`src/rtl/serial_addsub_pkg.sv`:
```
// Shared types and constants for the digit-serial adder/subtractor.
package serial_addsub_pkg;

    typedef enum logic [1:0] {IDLE, RUN, DONE} state_t;

    localparam logic MODE_ADD = 1'b0;
    localparam logic MODE_SUB = 1'b1;

endpackage

```
`src/rtl/addsub_digit.sv`:
```
// One DIGIT-wide slice of A + (B ^ sub) + cin; reused every RUN cycle.
module addsub_digit #(
    parameter int DIGIT = 1
) (
    input  logic [DIGIT-1:0] a_d,
    input  logic [DIGIT-1:0] b_d,
    input  logic             sub,
    input  logic             cin,
    output logic [DIGIT-1:0] s_d,
    output logic             cout
);

    logic [DIGIT-1:0] b_eff;

    assign b_eff        = b_d ^ {DIGIT{sub}};
    assign {cout, s_d}  = {1'b0, a_d} + {1'b0, b_eff} + {{DIGIT{1'b0}}, cin};

endmodule

```
`src/rtl/serial_addsub.sv`:
```
// Digit-serial adder/subtractor: LSB-first, DIGIT bits per clock, with
// valid/ready handshakes on both the operand and result sides.
module serial_addsub
    import serial_addsub_pkg::*;
#(
    parameter int WIDTH = 8,
    parameter int DIGIT = 1
) (
    input  logic             clk,
    input  logic             rst_n,
    input  logic             in_valid,
    output logic             in_ready,
    input  logic [WIDTH-1:0] a,
    input  logic [WIDTH-1:0] b,
    input  logic             mode,
    output logic             out_valid,
    input  logic             out_ready,
    output logic [WIDTH-1:0] result,
    output logic             carry,
    output logic             overflow
);

    localparam int NSTEPS = WIDTH / DIGIT;
    localparam int CW     = (NSTEPS > 1) ? $clog2(NSTEPS) : 1;

    generate
        if (WIDTH < 2 || (WIDTH % DIGIT) != 0) begin : g_bad_params
            $error("serial_addsub: WIDTH must be >= 2 and a multiple of DIGIT");
        end
    endgenerate

    state_t                 state, state_nx;
    logic [CW-1:0]          cnt;
    logic [WIDTH-1:0]       a_sh, b_sh;
    logic                   mode_r, a_msb, b_msb, cy;
    logic [DIGIT-1:0]       s_d;
    logic                   cout;
    logic                   last;
    logic                   ovf_sign;
    logic [WIDTH+DIGIT-1:0] res_cat;

    addsub_digit #(.DIGIT(DIGIT)) u_digit (
        .a_d  (a_sh[DIGIT-1:0]),
        .b_d  (b_sh[DIGIT-1:0]),
        .sub  (mode_r),
        .cin  (cy),
        .s_d  (s_d),
        .cout (cout)
    );

    assign last      = (cnt == CW'(NSTEPS - 1));
    assign in_ready  = (state == IDLE);
    assign out_valid = (state == DONE);
    // New digit enters at the MSB end; slicing the concatenation also covers DIGIT == WIDTH.
    assign res_cat   = {s_d, result};
    // Operand sign agreement that makes a sign flip in the result an overflow.
    assign ovf_sign  = (mode_r == MODE_ADD) ? (a_msb == b_msb) : (a_msb != b_msb);

    always_ff @(posedge clk or negedge rst_n) begin
        if (!rst_n) state <= IDLE;
        else        state <= state_nx;
    end

    always_comb begin
        state_nx = state;
        case (state)
            IDLE:    if (in_valid)  state_nx = RUN;
            RUN:     if (last)      state_nx = DONE;
            DONE:    if (out_ready) state_nx = IDLE;
            default:                state_nx = IDLE;
        endcase
    end

    always_ff @(posedge clk or negedge rst_n) begin
        if (!rst_n) begin
            cnt      <= '0;
            a_sh     <= '0;
            b_sh     <= '0;
            mode_r   <= MODE_ADD;
            a_msb    <= 1'b0;
            b_msb    <= 1'b0;
            cy       <= 1'b0;
            result   <= '0;
            carry    <= 1'b0;
            overflow <= 1'b0;
        end else begin
            case (state)
                IDLE: if (in_valid) begin
                    a_sh   <= a;
                    b_sh   <= b;
                    mode_r <= mode;
                    a_msb  <= a[WIDTH-1];
                    b_msb  <= b[WIDTH-1];
                    cy     <= mode;  // subtract is A + ~B + 1
                    cnt    <= '0;
                end
                RUN: begin
                    a_sh   <= a_sh >> DIGIT;
                    b_sh   <= b_sh >> DIGIT;
                    cy     <= cout;
                    cnt    <= cnt + CW'(1);
                    result <= res_cat[WIDTH+DIGIT-1:DIGIT];
                    if (last) begin
                        carry    <= (mode_r == MODE_SUB) ? ~cout : cout;
                        overflow <= ovf_sign && (s_d[DIGIT-1] != a_msb);
                    end
                end
                default: ;
            endcase
        end
    end

endmodule
```
`config.mk`:
```
export PLATFORM = sky130hd
export DESIGN_NAME = serial_addsub
export DESIGN_NICKNAME = d
export VERILOG_FILES = /design/src/rtl/serial_addsub_pkg.sv /design/src/rtl/addsub_digit.sv /design/src/rtl/serial_addsub.sv
export SDC_FILE = /design/constraint.sdc
export NUM_CORES = 1
export LEC_CHECK = 0
export ABC_CLOCK_PERIOD_IN_PS = 2210
export CAP_MARGIN = 20
export CELL_PAD_IN_SITES_DETAIL_PLACEMENT = 1
export CELL_PAD_IN_SITES_GLOBAL_PLACEMENT = 2
export CORE_MARGIN = 2
export CORE_UTILIZATION = 31
export DETAILED_ROUTE_END_ITERATION = 12
export GPL_TIMING_DRIVEN = 0
export PLACE_DENSITY_LB_ADDON = 0.1
export SYNTH_ARGS = -nofsm -noshare
export SYNTH_HDL_FRONTEND = slang
export SYNTH_SLANG_ARGS = --single-unit
export TNS_END_PERCENT = 50
```
`constraint.sdc`:
```
create_clock -name clk -period 2.21 [get_ports clk]
set_clock_uncertainty 0.05 [all_clocks]
set_input_delay 0.3315 -clock clk [delete_from_list [all_inputs] [get_ports clk]]
set_output_delay 0.3315 -clock clk [all_outputs]
set_load 0.01 [all_outputs]
```
==> run_results.csv <==
group,metric,value,unit
layout,synthToLayoutAreaGrowth,30.8,%
floorplan,fp.dieW,75.6,um
synthesis,ys.flop_type,"dfrtp_1",
critical_path,path_class,"register to primary output",
critical_path,start_kind,"register",
grt,antenna_found_initial,0,
clock_tree,clk_pin_slew,70,ps
critical_path,slowest_delay,520,ps
synthesis,netlist_area,1590,um^2
sta,maxSlewViolCount,0,
placement,place_area,1990,um^2
sta,slew_headroom,45.5,%
critical_path,cp.arrival,1640,ps
pwr,power,2.74,mW
job,maxCapViolCount,0,
clock_tree,clockBufferDepth,2,
grt,met1_usage,18.7,%
clock_tree,ctsRootBufferMaster,"clkbuf_8",
clock_tree,post-cts-setup-buffer-count,0,
clock_tree,cts_tree,"done",
sta,finalHoldViolCount,0,
outcome,outcome,"complete, no violations",
floorplan,start_util,31.5,%
clock_tree,cts.sinks,35,
sta,fin_crit,2030,ps
grt,grt_overflow,0,
synthesis,syn_avg_cell_area,10.2,um^2
sta,fin_setup_tns,0,ps
critical_path,end_kind,"primary output",
route,routed-via-count,1274,
synthesis,synthesis.nets,180,
synthesis,synth_async_sr_flop_share,100,%
pwr,cellPowerDensity,1320,nW/um^2
synthesis,synth_top_area_cell,"dfrtp_1",
synthesis,synth_top_area_share,55.1,%
clock_tree,clkLatencyLatePin,290,ps
route,wl_per_cell,14.4,um
floorplan,die_area,5720,um^2
critical_path,critPathSlowestCell,"clkdlybuf4s50_1",
sta,worst_slew_pin_slew,818,ps
synthesis,synth_edf_count,0,
clock_tree,numCtsBuffers,5,
clock_tree,cts_resized,0,
synthesis,ys_seq_area_share,55.1,%
grt,grt_use_total,15.1,%
grt,first_global_vias,1283,
clock_tree,cts.htree.levels,2,
grt,grt_max_degree,36,
synthesis,postSynthCellCount,156,
floorplan,coreArea,5040,um^2
layout,drive_gt1_share,10.3,%
route,drcViolationCount,0,
sta,min_period_over_period,91.6,%
synthesis,synth_most_common_cell,"dfrtp_1",
layout,n_antenna_cell,0,
layout,stdcell_area,2080,um^2
critical_path,r2r_slack,500,ps
sta,rsz0062_at_grt,"no",
synthesis,synth_area_leaders,"dfrtp_1 (55%), nand2_1 (7.6%), a22oi_1 (6.6%)",
grt,grt_pass1_wl,6290,um
layout,final_nets,219,
synthesis,ys_seq_elements,35,
sta,setup_viol,0,
sta,holdWs,83.0,ps
critical_path,reg2regPathDepth,4,
sta,setup_ws,185,ps
placement,dp_hpwl,2750,um
placement,routabilityCongestion,0.718,
floorplan,fp.dieH,75.6,um
grt,top_usage_layer,"met2",
placement,numPortBuffers,32,
route,drtPass1Iterations,4,
critical_path,crit_fanout,10,
floorplan,io_pins,33,
critical_path,crit_path_start,"state[0]",
layout,fillers,576,
critical_path,r2r-start,"mode_r",
route,wirelength,3820,um
critical_path,reg2reg_to,"overflow",
critical_path,cp_cell_sequence,"buf_4 > nand2b_1 > inv_1 > clkdlybuf4s50_1",
route,vias_per_cell,4.81,
grt,use_met3,4.37,%
route,antenna_left,0,
grt,met2_usage,25.2,%
pwr,p_leak,0.931,nW
route,dr.first_iter.drc_count,25,
placement,dp_slack,410,ps
synthesis,ys_warn_count,0,
pwr,peakVddDrop,0.433,mV
hold_path,hold_path.class,"input port to async pin",
critical_path,worstPathRequired,1830,ps
floorplan,num_rows,26,
synthesis,yosysUniqueCellTypes,27,
sta,max_freq,494,MHz
clock_tree,cts_hold_buf,0,
synthesis,yosys-top-cells-count,"dfrtp_1 (35), nand2_1 (32), a22oi_1 (14)",
-- per-stage QoR --
| stage | cells | util, % |
|---|---|---|
| finish | 265 | 41.3 |
| global route | 265 | 41.3 |
| CTS | 265 | 41.3 |
| detailed placement | 258 | 39.5 |
| floorplan | 156 | - |
| global placement | 258 | 39.6 |
-- power by group --
part / internal [mW] / switching [mW]
clock network: 0.244 / 0.225
logic: 0.585 / 0.581
registers: 0.915 / 0.188
total: 1.74 / 0.994
-- placed cells by master, fill, tap and decap left out --
master and n:
o21ai_1 12, nand3b_1 1, xor2_1 2, clkbuf_8 6, nand2b_1 3, inv_1 4
and3_1 1, ha_1 2, dfrtp_1 35, mux2_1 3, o21bai_2 1, xnor2_1 1
a2bb2oi_1 3, a22o_1 4, clkdlybuf4s50_1 31, nor2b_1 7, o21ai_0 7, a21oi_1 6
and2b_1 1, and2_1 1, nand2_1 32, clkinv_2 1, a22oi_1 14, fa_1 1
buf_2 9, nor2_1 2, clkbuf_2 1, buf_4 2, nor3_1 1, o31a_1 1
-- kinds of logic (layout without fill, tap and decap cells) --
| group | count (synthesis) | after routing | synth area share, % |
|---|---|---|---|
| compound gates | 48 | 48 | 19.6 |
| xor+xnor | 3 | 3 | 1.65 |
| fa+ha+maj | 3 | 3 | 2.83 |
| buf+inv | 15 | 54 | 4.72 |
| flops | 35 | 35 | 55.1 |
| mux | 3 | 3 | 2.12 |
| simple gates | 49 | 49 | 14.0 |
-- worst max-delay path by stage --
| stage | end | slack [ps] |
|---|---|---|
| 6_report | out_valid | 180 |
| 5_1_grt | out_valid | 90 |
| 2_1_floorplan | overflow | 600 |
| 3_3_place_gp | b_sh[2] | -30 |
| 3_5_place_dp | b_sh[6] | 410 |
| 4_1_cts | out_valid | 150 |
-- worst max-delay path, delay by kind of cell, from the launching register on --
kind,cells,cell delay (ps)
flops,1,430
buf+inv,3,770
simple gates,1,150
-- sequential cells by signal, summed over array words and instances (netlist names) --
name	flops
cnt	3
a_sh	8
a_msb	1
mode_r	1
cy	1
b_sh	8
carry	1
overflow	1
state	2
result	8
b_msb	1
-- layer usage --
metal | vias up | routed length, um
li1 | 612 | -
met1 | 627 | 1640
met2 | 29 | 1930
met3 | 6 | 192
met4 | 0 | 55
met5 | - | 0
-- cell type report --
cell class                      count  area (um^2)  share of cell area, %
Sequential cell                    35          876                   42.1
Multi-Input combinational cell    106          639                   30.7
Timing Repair Buffer               32          315                   15.2
Tap cell                           70         87.6                   4.21
Clock buffer                        6         82.6                   3.97
Buffer                             11         60.1                   2.89
Inverter                            4         15.0                  0.722
Clock inverter                      1         5.00                  0.241
(Power assumes the default switching activity.)
